### src/rtl/dp_seq_pkg.sv
// rtl/dp_seq_pkg.sv - shared types and constants for the micro-instruction sequencer
package dp_seq_pkg;

  localparam int INST_W    = 10;
  localparam int WR_BIT    = 9;
  localparam int OP_MSB    = 8;
  localparam int OP_LSB    = 6;
  localparam int A1_MSB    = 5;
  localparam int A1_LSB    = 4;
  localparam int A2_MSB    = 3;
  localparam int A2_LSB    = 2;
  localparam int A3_MSB    = 1;
  localparam int A3_LSB    = 0;

  localparam int DEF_DEPTH = 4;
  localparam int DEF_CNT_W = 16;

  typedef enum logic {
    ST_RUN  = 1'b0,
    ST_HALT = 1'b1
  } state_t;

  typedef struct packed {
    logic       wr;
    logic [2:0] op;
    logic [1:0] a1;
    logic [1:0] a2;
    logic [1:0] a3;
  } inst_t;

  function automatic inst_t decode(logic [INST_W-1:0] raw);
    inst_t d;
    d.wr = raw[WR_BIT];
    d.op = raw[OP_MSB:OP_LSB];
    d.a1 = raw[A1_MSB:A1_LSB];
    d.a2 = raw[A2_MSB:A2_LSB];
    d.a3 = raw[A3_MSB:A3_LSB];
    return d;
  endfunction

endpackage

### src/rtl/dp_seq_if.sv
// rtl/dp_seq_if.sv - instruction stream and datapath control/flag bundle
interface dp_seq_if;
  import dp_seq_pkg::*;

  logic              in_valid;
  logic              in_ready;
  logic [INST_W-1:0] in_inst;
  logic [2:0]        ALUControl;
  logic [1:0]        addr1;
  logic [1:0]        addr2;
  logic [1:0]        addr3;
  logic              wr;
  logic              Zero;
  logic              Overflow;

  modport master (
    input  in_valid, in_inst, Zero, Overflow,
    output in_ready, ALUControl, addr1, addr2, addr3, wr
  );

  modport slave (
    output in_valid, in_inst, Zero, Overflow,
    input  in_ready, ALUControl, addr1, addr2, addr3, wr
  );

endinterface

### src/rtl/dp_seq_fifo.sv
// rtl/dp_seq_fifo.sv - synchronous FIFO with asynchronously reset pointers
module dp_seq_fifo #(
  parameter int DEPTH = 4,
  parameter int W     = 10
) (
  input  logic         clk,
  input  logic         rst,
  input  logic         push,
  input  logic         pop,
  input  logic [W-1:0] wdata,
  output logic [W-1:0] rdata,
  output logic         full,
  output logic         empty
);

  localparam int AW = $clog2(DEPTH);

  logic [W-1:0] mem [DEPTH];
  // One extra pointer bit distinguishes full from empty when the indices match.
  logic [AW:0]  wptr;
  logic [AW:0]  rptr;

  assign empty = (wptr == rptr);
  assign full  = (wptr[AW] != rptr[AW]) && (wptr[AW-1:0] == rptr[AW-1:0]);
  assign rdata = mem[rptr[AW-1:0]];

  always_ff @(posedge clk or posedge rst) begin
    if (rst) begin
      wptr <= '0;
      rptr <= '0;
    end else begin
      if (push && !full)
        wptr <= wptr + (AW+1)'(1);
      if (pop && !empty)
        rptr <= rptr + (AW+1)'(1);
    end
  end

  always_ff @(posedge clk) begin
    if (push && !full)
      mem[wptr[AW-1:0]] <= wdata;
  end

endmodule

### src/rtl/dp_sequencer.sv
// rtl/dp_sequencer.sv - micro-instruction issue controller for datapath
// DP_SEQ_OVF_TRAP_EN: halt on an overflowing write instead of only flagging it.
module dp_sequencer
  import dp_seq_pkg::*;
#(
  parameter int DEPTH = DEF_DEPTH,
  parameter int CNT_W = DEF_CNT_W
) (
  input  logic             clk,
  input  logic             rst,
  dp_seq_if.master         bus,
  input  logic             clear,
  output logic             busy,
  output logic             halted,
  output logic             zero_flag,
  output logic             ovf_sticky,
  output logic [CNT_W-1:0] issued_cnt
);

  logic              push;
  logic              pop;
  logic              full;
  logic              empty;
  logic [INST_W-1:0] head;
  logic              trap;
  logic              iss_vld;
  inst_t             iss;
  state_t            state;
  state_t            state_nxt;

  assign bus.in_ready = ~full;
  assign push         = bus.in_valid & ~full;

`ifdef DP_SEQ_OVF_TRAP_EN
  assign trap   = iss_vld & iss.wr & bus.Overflow & (state == ST_RUN);
  assign halted = (state == ST_HALT);
`else
  assign trap   = 1'b0;
  assign halted = 1'b0;
`endif

  // A trapping instruction is dropped, so the head stays queued for after clear.
  assign pop = (state == ST_RUN) & ~empty & ~trap;

  dp_seq_fifo #(
    .DEPTH (DEPTH),
    .W     (INST_W)
  ) u_fifo (
    .clk   (clk),
    .rst   (rst),
    .push  (push),
    .pop   (pop),
    .wdata (bus.in_inst),
    .rdata (head),
    .full  (full),
    .empty (empty)
  );

  always_ff @(posedge clk or posedge rst) begin
    if (rst) begin
      iss_vld <= 1'b0;
      iss     <= '0;
    end else begin
      iss_vld <= pop;
      if (pop)
        iss <= decode(head);
    end
  end

  assign bus.ALUControl = iss.op;
  assign bus.addr1      = iss.a1;
  assign bus.addr2      = iss.a2;
  assign bus.addr3      = iss.a3;
  assign bus.wr         = iss_vld & iss.wr & ~trap;
  assign busy           = ~empty | iss_vld;

  always_ff @(posedge clk or posedge rst) begin
    if (rst) begin
      zero_flag  <= 1'b0;
      ovf_sticky <= 1'b0;
      issued_cnt <= '0;
    end else begin
      if (iss_vld) begin
        zero_flag  <= bus.Zero;
        issued_cnt <= issued_cnt + CNT_W'(1);
      end
      // A new overflow outranks a clear arriving on the same edge.
      if (iss_vld && bus.Overflow)
        ovf_sticky <= 1'b1;
      else if (clear)
        ovf_sticky <= 1'b0;
    end
  end

  always_ff @(posedge clk or posedge rst) begin
    if (rst)
      state <= ST_RUN;
    else
      state <= state_nxt;
  end

  always_comb begin
    state_nxt = state;
    case (state)
      ST_RUN:  if (trap)  state_nxt = ST_HALT;
      ST_HALT: if (clear) state_nxt = ST_RUN;
      default: state_nxt = ST_RUN;
    endcase
  end

endmodule

### src/flat_wrapper.sv
// flat-port wrapper written by rule: the top's interface ports become plain ports
module dp_sequencer_flat import dp_seq_pkg::*;
#(
  parameter int DEPTH = DEF_DEPTH,
  parameter int CNT_W = DEF_CNT_W
)
  (clk, rst, clear, busy, halted, zero_flag, ovf_sticky, issued_cnt, bus_in_valid, bus_in_inst, bus_Zero, bus_Overflow, bus_in_ready, bus_ALUControl, bus_addr1, bus_addr2, bus_addr3, bus_wr);
  dp_seq_if bus_i ();
  input  logic clk;
  input  logic rst;
  input  logic clear;
  output logic busy;
  output logic halted;
  output logic zero_flag;
  output logic ovf_sticky;
  output logic [CNT_W-1:0] issued_cnt;
  input wire logic [$bits(bus_i.in_valid)-1:0] bus_in_valid;
  input wire logic [$bits(bus_i.in_inst)-1:0] bus_in_inst;
  input wire logic [$bits(bus_i.Zero)-1:0] bus_Zero;
  input wire logic [$bits(bus_i.Overflow)-1:0] bus_Overflow;
  output wire logic [$bits(bus_i.in_ready)-1:0] bus_in_ready;
  output wire logic [$bits(bus_i.ALUControl)-1:0] bus_ALUControl;
  output wire logic [$bits(bus_i.addr1)-1:0] bus_addr1;
  output wire logic [$bits(bus_i.addr2)-1:0] bus_addr2;
  output wire logic [$bits(bus_i.addr3)-1:0] bus_addr3;
  output wire logic [$bits(bus_i.wr)-1:0] bus_wr;
  assign bus_i.in_valid = bus_in_valid;
  assign bus_i.in_inst = bus_in_inst;
  assign bus_i.Zero = bus_Zero;
  assign bus_i.Overflow = bus_Overflow;
  assign bus_in_ready = bus_i.in_ready;
  assign bus_ALUControl = bus_i.ALUControl;
  assign bus_addr1 = bus_i.addr1;
  assign bus_addr2 = bus_i.addr2;
  assign bus_addr3 = bus_i.addr3;
  assign bus_wr = bus_i.wr;
  dp_sequencer #(.DEPTH(DEPTH), .CNT_W(CNT_W)) u_core (.clk(clk), .rst(rst), .bus(bus_i), .clear(clear), .busy(busy), .halted(halted), .zero_flag(zero_flag), .ovf_sticky(ovf_sticky), .issued_cnt(issued_cnt));
endmodule
### config.mk
export PLATFORM = sky130hd
export DESIGN_NAME = dp_sequencer_flat
export DESIGN_NICKNAME = d
export VERILOG_FILES = /design/src/rtl/dp_seq_pkg.sv /design/src/rtl/dp_seq_if.sv /design/src/rtl/dp_seq_fifo.sv /design/src/rtl/dp_sequencer.sv /design/src/flat_wrapper.sv
export SDC_FILE = /design/constraint.sdc
export NUM_CORES = 1
export LEC_CHECK = 0
export ABC_CLOCK_PERIOD_IN_PS = 1600
export CORE_MARGIN = 4
export CORE_UTILIZATION = 48
export DETAILED_ROUTE_END_ITERATION = 10
export GPL_ROUTABILITY_DRIVEN = 0
export PLACE_DENSITY = 0.8
export SLEW_MARGIN = 20
export SYNTH_ARGS = -nofsm -noshare
export SYNTH_HDL_FRONTEND = slang
export SYNTH_SLANG_ARGS = --single-unit
### constraint.sdc
create_clock -name clk -period 1.6 [get_ports clk]
set_clock_uncertainty 0.15 [all_clocks]
set_input_delay 0.32 -clock clk [delete_from_list [all_inputs] [get_ports clk]]
set_output_delay 0.32 -clock clk [all_outputs]
set_load 0.03 [all_outputs]
* Yosys cells after proc, flatten, opt, wreduce, memory -nomap -nowiden *
Memories as Yosys holds them, arrays and structs flattened. A register that Yosys moved wholly into a read port is not among the register bits.
Cells that the tools add are included.

operators by class
  add/subtract/negate cells = 3
  equal/unequal tests = 3
  mux-type cells = 6
  bitwise logic cells = 7
  reduce and logical (&&, ||, !) cells = 7

operator list
  kind                                           count
  adder 16 x 1 -> 16 bit, second input constant  1
  adder 3 x 1 -> 3 bit, second input constant    2
  2-to-1 mux 1 bit                               5
  logical AND 1 bit                              4
  AND 1 bit                                      3
  equality test 3 bit                            1
  inverter 1 bit                                 3
  equality test 2 bit                            1
  logical NOT 1 bit                              2
  case mux 1 bit (2 select lines)                1
  nonzero test 2 bit                             1
  inequality test 1 bit                          1
  bitwise OR 1 bit                               1

word-level totals
  bits in registers = 26
  bits in writable memories = 40
  input bits = 16
  word-level logic and storage cells = 34
  memories kept = 1

memory list
  name               depth  width  read ports  clocked after Yosys merged registers in  wr ports  line               RTL
  u_core.u_fifo.mem  4      10     1           1                                        1         dp_seq_fifo.sv:18  logic [W-1:0] mem [DEPTH];

* Depth between registers and ports, before layout *
  word-level depth = 7
  depth in mapped cells = 5
  depth with buffers taken out = 5

* Cells and area by module *
From an unflattened synthesis, not the netlist that was laid out.

second synthesis, totals
  cell total of the unflattened synthesis = 208
  area total of the unflattened synthesis = 3293.2 µm²

by module, submodules not included
  module        instances  cells an instance  area each (µm²)
  dp_seq_fifo   1          102                1928.1
  dp_sequencer  1          106                1365.1

* Worst setup path after synthesis *
No wires, ideal clock.

  path kind = register to register
  start point = reg u_core.u_fifo.rptr[0]
  end point = reg u_core.u_fifo.wptr[2]
  library setup time = 0.143 ns
  arrival time = 1.756 ns
  slack = -0.449 ns
  cell stages (with the launch flop) = 5
  clock period less this slack = 2.049 ns
  cell sequence = dfrtp_1 -> xnor2_1 -> nand3b_1 -> and3_1 -> xor2_1

between the ends
  word-level cells in the longest chain between the ends = 5
  elaborated cells between the ends (all ways) = 6
  those cells by class = 1 x eq/ne; 2 x bitwise; 3 x reduce/logical

RTL lines
  what                    line                RTL
  start, declared         dp_seq_fifo.sv:21   logic [AW:0] rptr;
  start signal, assigned  dp_seq_fifo.sv:35   rptr <= rptr + (AW+1)'(1);
  equality test 2 bit     dp_seq_fifo.sv:24   assign full = (wptr[AW] != rptr[AW]) && (wptr[AW-1:0] == rptr[AW-1:0]);
  logical AND 1 bit       dp_seq_fifo.sv:24
  inverter 1 bit          n/a
  via bus_in_ready        flat_wrapper.sv:21  output wire logic [$bits(bus_i.in_ready)-1:0] bus_in_ready;
  AND 1 bit               dp_sequencer.sv:32  assign push = bus.in_valid & ~full;
  logical AND 1 bit       dp_seq_fifo.sv:32   if (push && !full)
  end signal, assigned    dp_seq_fifo.sv:33   wptr <= wptr + (AW+1)'(1);
  end, declared           dp_seq_fifo.sv:20   logic [AW:0] wptr;

The timed path passes the listed nets, and every way through them passes these cells.
A chain may end at the register's enable or synchronous reset.

* Worst setup path after layout *
  start point = reg u_core.u_fifo.rptr[2]
  end point = out bus_in_ready

between the ends
  word-level cells in the longest chain between the ends = 3

RTL lines
  what                   line                RTL
  inequality test 1 bit  dp_seq_fifo.sv:24
  logical AND 1 bit      dp_seq_fifo.sv:24
  inverter 1 bit         dp_sequencer.sv:31  assign bus.in_ready = ~full;
  end, declared          flat_wrapper.sv:21

Every way passes these cells.

==> out/results.ini <==
[outcome]
status=finished with violations
violations=negative setup slack

[grt]
grt_pass1_vias=1962
grt_pass1_wl_um=10100
overflow=0
gr-usage-all-layers_pct=17.9
antenna_found_initial=0
grt_max_degree=37

[clock_tree]
cts_sinks=76
cts_hold_buf=0
cts_tree=built
numCtsBuffers=9
cts_max_path_buffers=2
h-tree-depth=3
clock_latency_ps=350
clockRootBuffer=clkbuf_8
path_clk_slew_ps=70

[timing]
rsz0062_at_grt=yes
hold_viol=0
setup_viol=62
period_share_pct=113
fmax_mhz=552
worst_slack_ps=-213
min_period_ps=1810
slew_violations=0

[worst_setup_path]
worstPathArrival_ps=1340
cp-end-kind=primary output
crit_type=reg -> out
ff2ff_setup_slack_ps=-210
crit_start=u_core.u_fifo.rptr[2]$_DFFE_PP0P_
setup.worst_path.start_class=flip-flop
crit_path_end=bus_in_ready
r2r-end=u_core.iss[9]$_DFFE_PP0P_
crit_chain=xnor2_2 > nand3b_1 > buf_6
critical_path_peak_fanout=3
critical_path_required_ps=1130
cp_slowest_cell=dfrtp_1
worstRegToRegCells=5
r2r-start=u_core.u_fifo.rptr[0]$_DFFE_PP0P_
slowest_delay_ps=420

[routing]
drtIter0Drc=66
firstDrtPassIters=5
vias=1840
wl_um=6340
wl_per_cell_um=18.0
drcViolationCount=0
via_per_inst=5.24
antenna_left=0

[synthesis]
ys_seq_area_share_pct=67.5
ys_seq_elements=76
ys_types=30
syn_area_um2=3110
yosysWarnings=0
synth.avg_cell_area_um2=16.7
syn_nets=209
netlist_instances=187

[flow_run]
cap_violations=0

[floorplanning]
ioPinCount=47
rows=29
die_area_um2=7840
die_x_um=88.6
core_region_area_um2=6310
dieHeight_um=88.6
start_util_pct=49.3

[power]
ir_drop_mv=1.28
power_mw=8.86
p_per_area_nw_per_um2=2060
leakage_nw=1.74

[cells_and_area]
final_cell_area_um2=4290
num_antenna_cells=0
drive_gt1_share_pct=47.4
layout.nets=291
area_growth_syn_to_layout_pct=37.8
final_core_util_pct=68.0
final_cells=351

[placed_design]
port_buffers=45
placed_area_um2=3830
place_inst=320
hpwl_um=3890

[hold_path]
hp-class=in -> async

==> sequential cells by signal, indices dropped and copies added, names as in the netlist, 2 cells and up <==
signal / flops
u_core.bus.ALUControl: 3
u_core.bus.addr1: 2
u_core.bus.addr2: 2
u_core.bus.addr3: 2
u_core.issued_cnt: 16
u_core.u_fifo.mem: 40
u_core.u_fifo.rptr: 3
u_core.u_fifo.wptr: 3
==> per-stage QoR <==
step / setup slack, ps / TNS (ps) / hold slack, ps
final: -213 / -9960 / 180
after global placement: -101 / -3880 / 308
after global routing: -281 / -13840 / 190
after CTS: -211 / -6820 / 172
after floorplan: -257 / -10720 / 236
after detailed placement: -153 / -6170 / 327
==> worst min-delay path by stage <==
stage	cells past startpoint	end	slack, ps
floorplan	1	u_core.state$_DFF_PP0_	240
global placement	1	u_core.issued_cnt[15]$_DFFE_PP0P_	310
detailed placement	1	u_core.issued_cnt[15]$_DFFE_PP0P_	330
CTS	3	u_core.bus.addr2[1]$_DFFE_PP0P_	170
global route	3	u_core.bus.addr2[1]$_DFFE_PP0P_	190
finish	3	u_core.issued_cnt[15]$_DFFE_PP0P_	180
==> layout make-up <==
class | count | area, um2
Clock buffer | 10 | 128
Clock inverter | 6 | 56.3
Fill cell | 444 | 2020
Inverter | 7 | 26.3
Multi-Input combinational cell | 94 | 1110
Sequential cell | 76 | 2110
Tap cell | 77 | 96.3
Timing Repair Buffer | 81 | 763
==> power by group <==
group | leakage (nW) | internal (mW) | switching, mW
Combinational | 0.858 | 2.37 | 2.05
Sequential | 0.801 | 2.69 | 0.368
Clock | 0.0850 | 0.705 | 0.678
==> kinds of logic after synthesis <==
family,after synthesis,share of synthesized area (%)
xor gates and xnor gates,22,6.19
adders and majority gates,6,2.41
other,1,0.120
AOI/OAI and AO/OA,2,0.844
muxes,24,12.3
DFF,76,67.5
and+or+nand+nor,35,6.51
buffers and inverters,21,4.14
==> placed cells by master (no fill, tap or decap), drive strengths merged, types with 2 or more instances in the layout <==
cell / count
ha: 6
nand3: 3
clkinv: 3
inv: 7
mux4: 10
clkinvlp: 2
buf: 39
clkdlybuf4s15: 15
and3: 8
dfrtp: 36
edfxtp: 40
nand2: 8
mux2: 14
xnor2: 15
clkdlybuf4s50: 15
nand4: 6
and2: 2
nor2: 5
xor2: 7
clkbuf: 21
==> worst max-delay path, delay by kind of cell, from the launching register on <==
kind                      cells  cell delay, ps
buffers and inverters         1             150
xor gates and xnor gates      1             230
DFF                           1             420
and+or+nand+nor               1             200
==> cells in the mapped netlist (all sizes together) <==
cell type  count  area [um2]
mux4          10         225
xnor2         15         131
nor4           1        6.26
nand4b         1        8.76
nand3b         1        7.51
and4           1        10.0
inv            7        26.3
or4            1        11.3
nand3          3        15.0
buf           14         103
nand4          6        43.8
ha             6        75.1
nor2           5        21.3
and2           2        12.5
nor2b          1        6.26
mux2          14         158
dfrtp         36         901
xor2           7        61.3
o21ai          1        5.00
nor3           1        5.00
a31oi          1        21.3
edfxtp        40        1200
and3           4        25.0
conb           1        3.75
nand2          8        30.0
==> routing by layer <==
layer  wire (um)  GRT usage [%]  vias up  part of all wire (%)
li1            -              -      847                     -
met1        2580           22.2      915                    41
met3         361           4.66       19                   5.7
met4         153           7.28        0                   2.4
met5           0              0        -                     0
met2        3240           30.0       59                    51
==> repair_timing <==
item	in CTS	in global routing
hold endpoints to repair	0	0
resized for setup	72	40
pin swaps	10	9
buffers inserted	8	1
gates cloned	6	0
setup endpoints to repair	85	82
(Power assumes the default switching activity.)
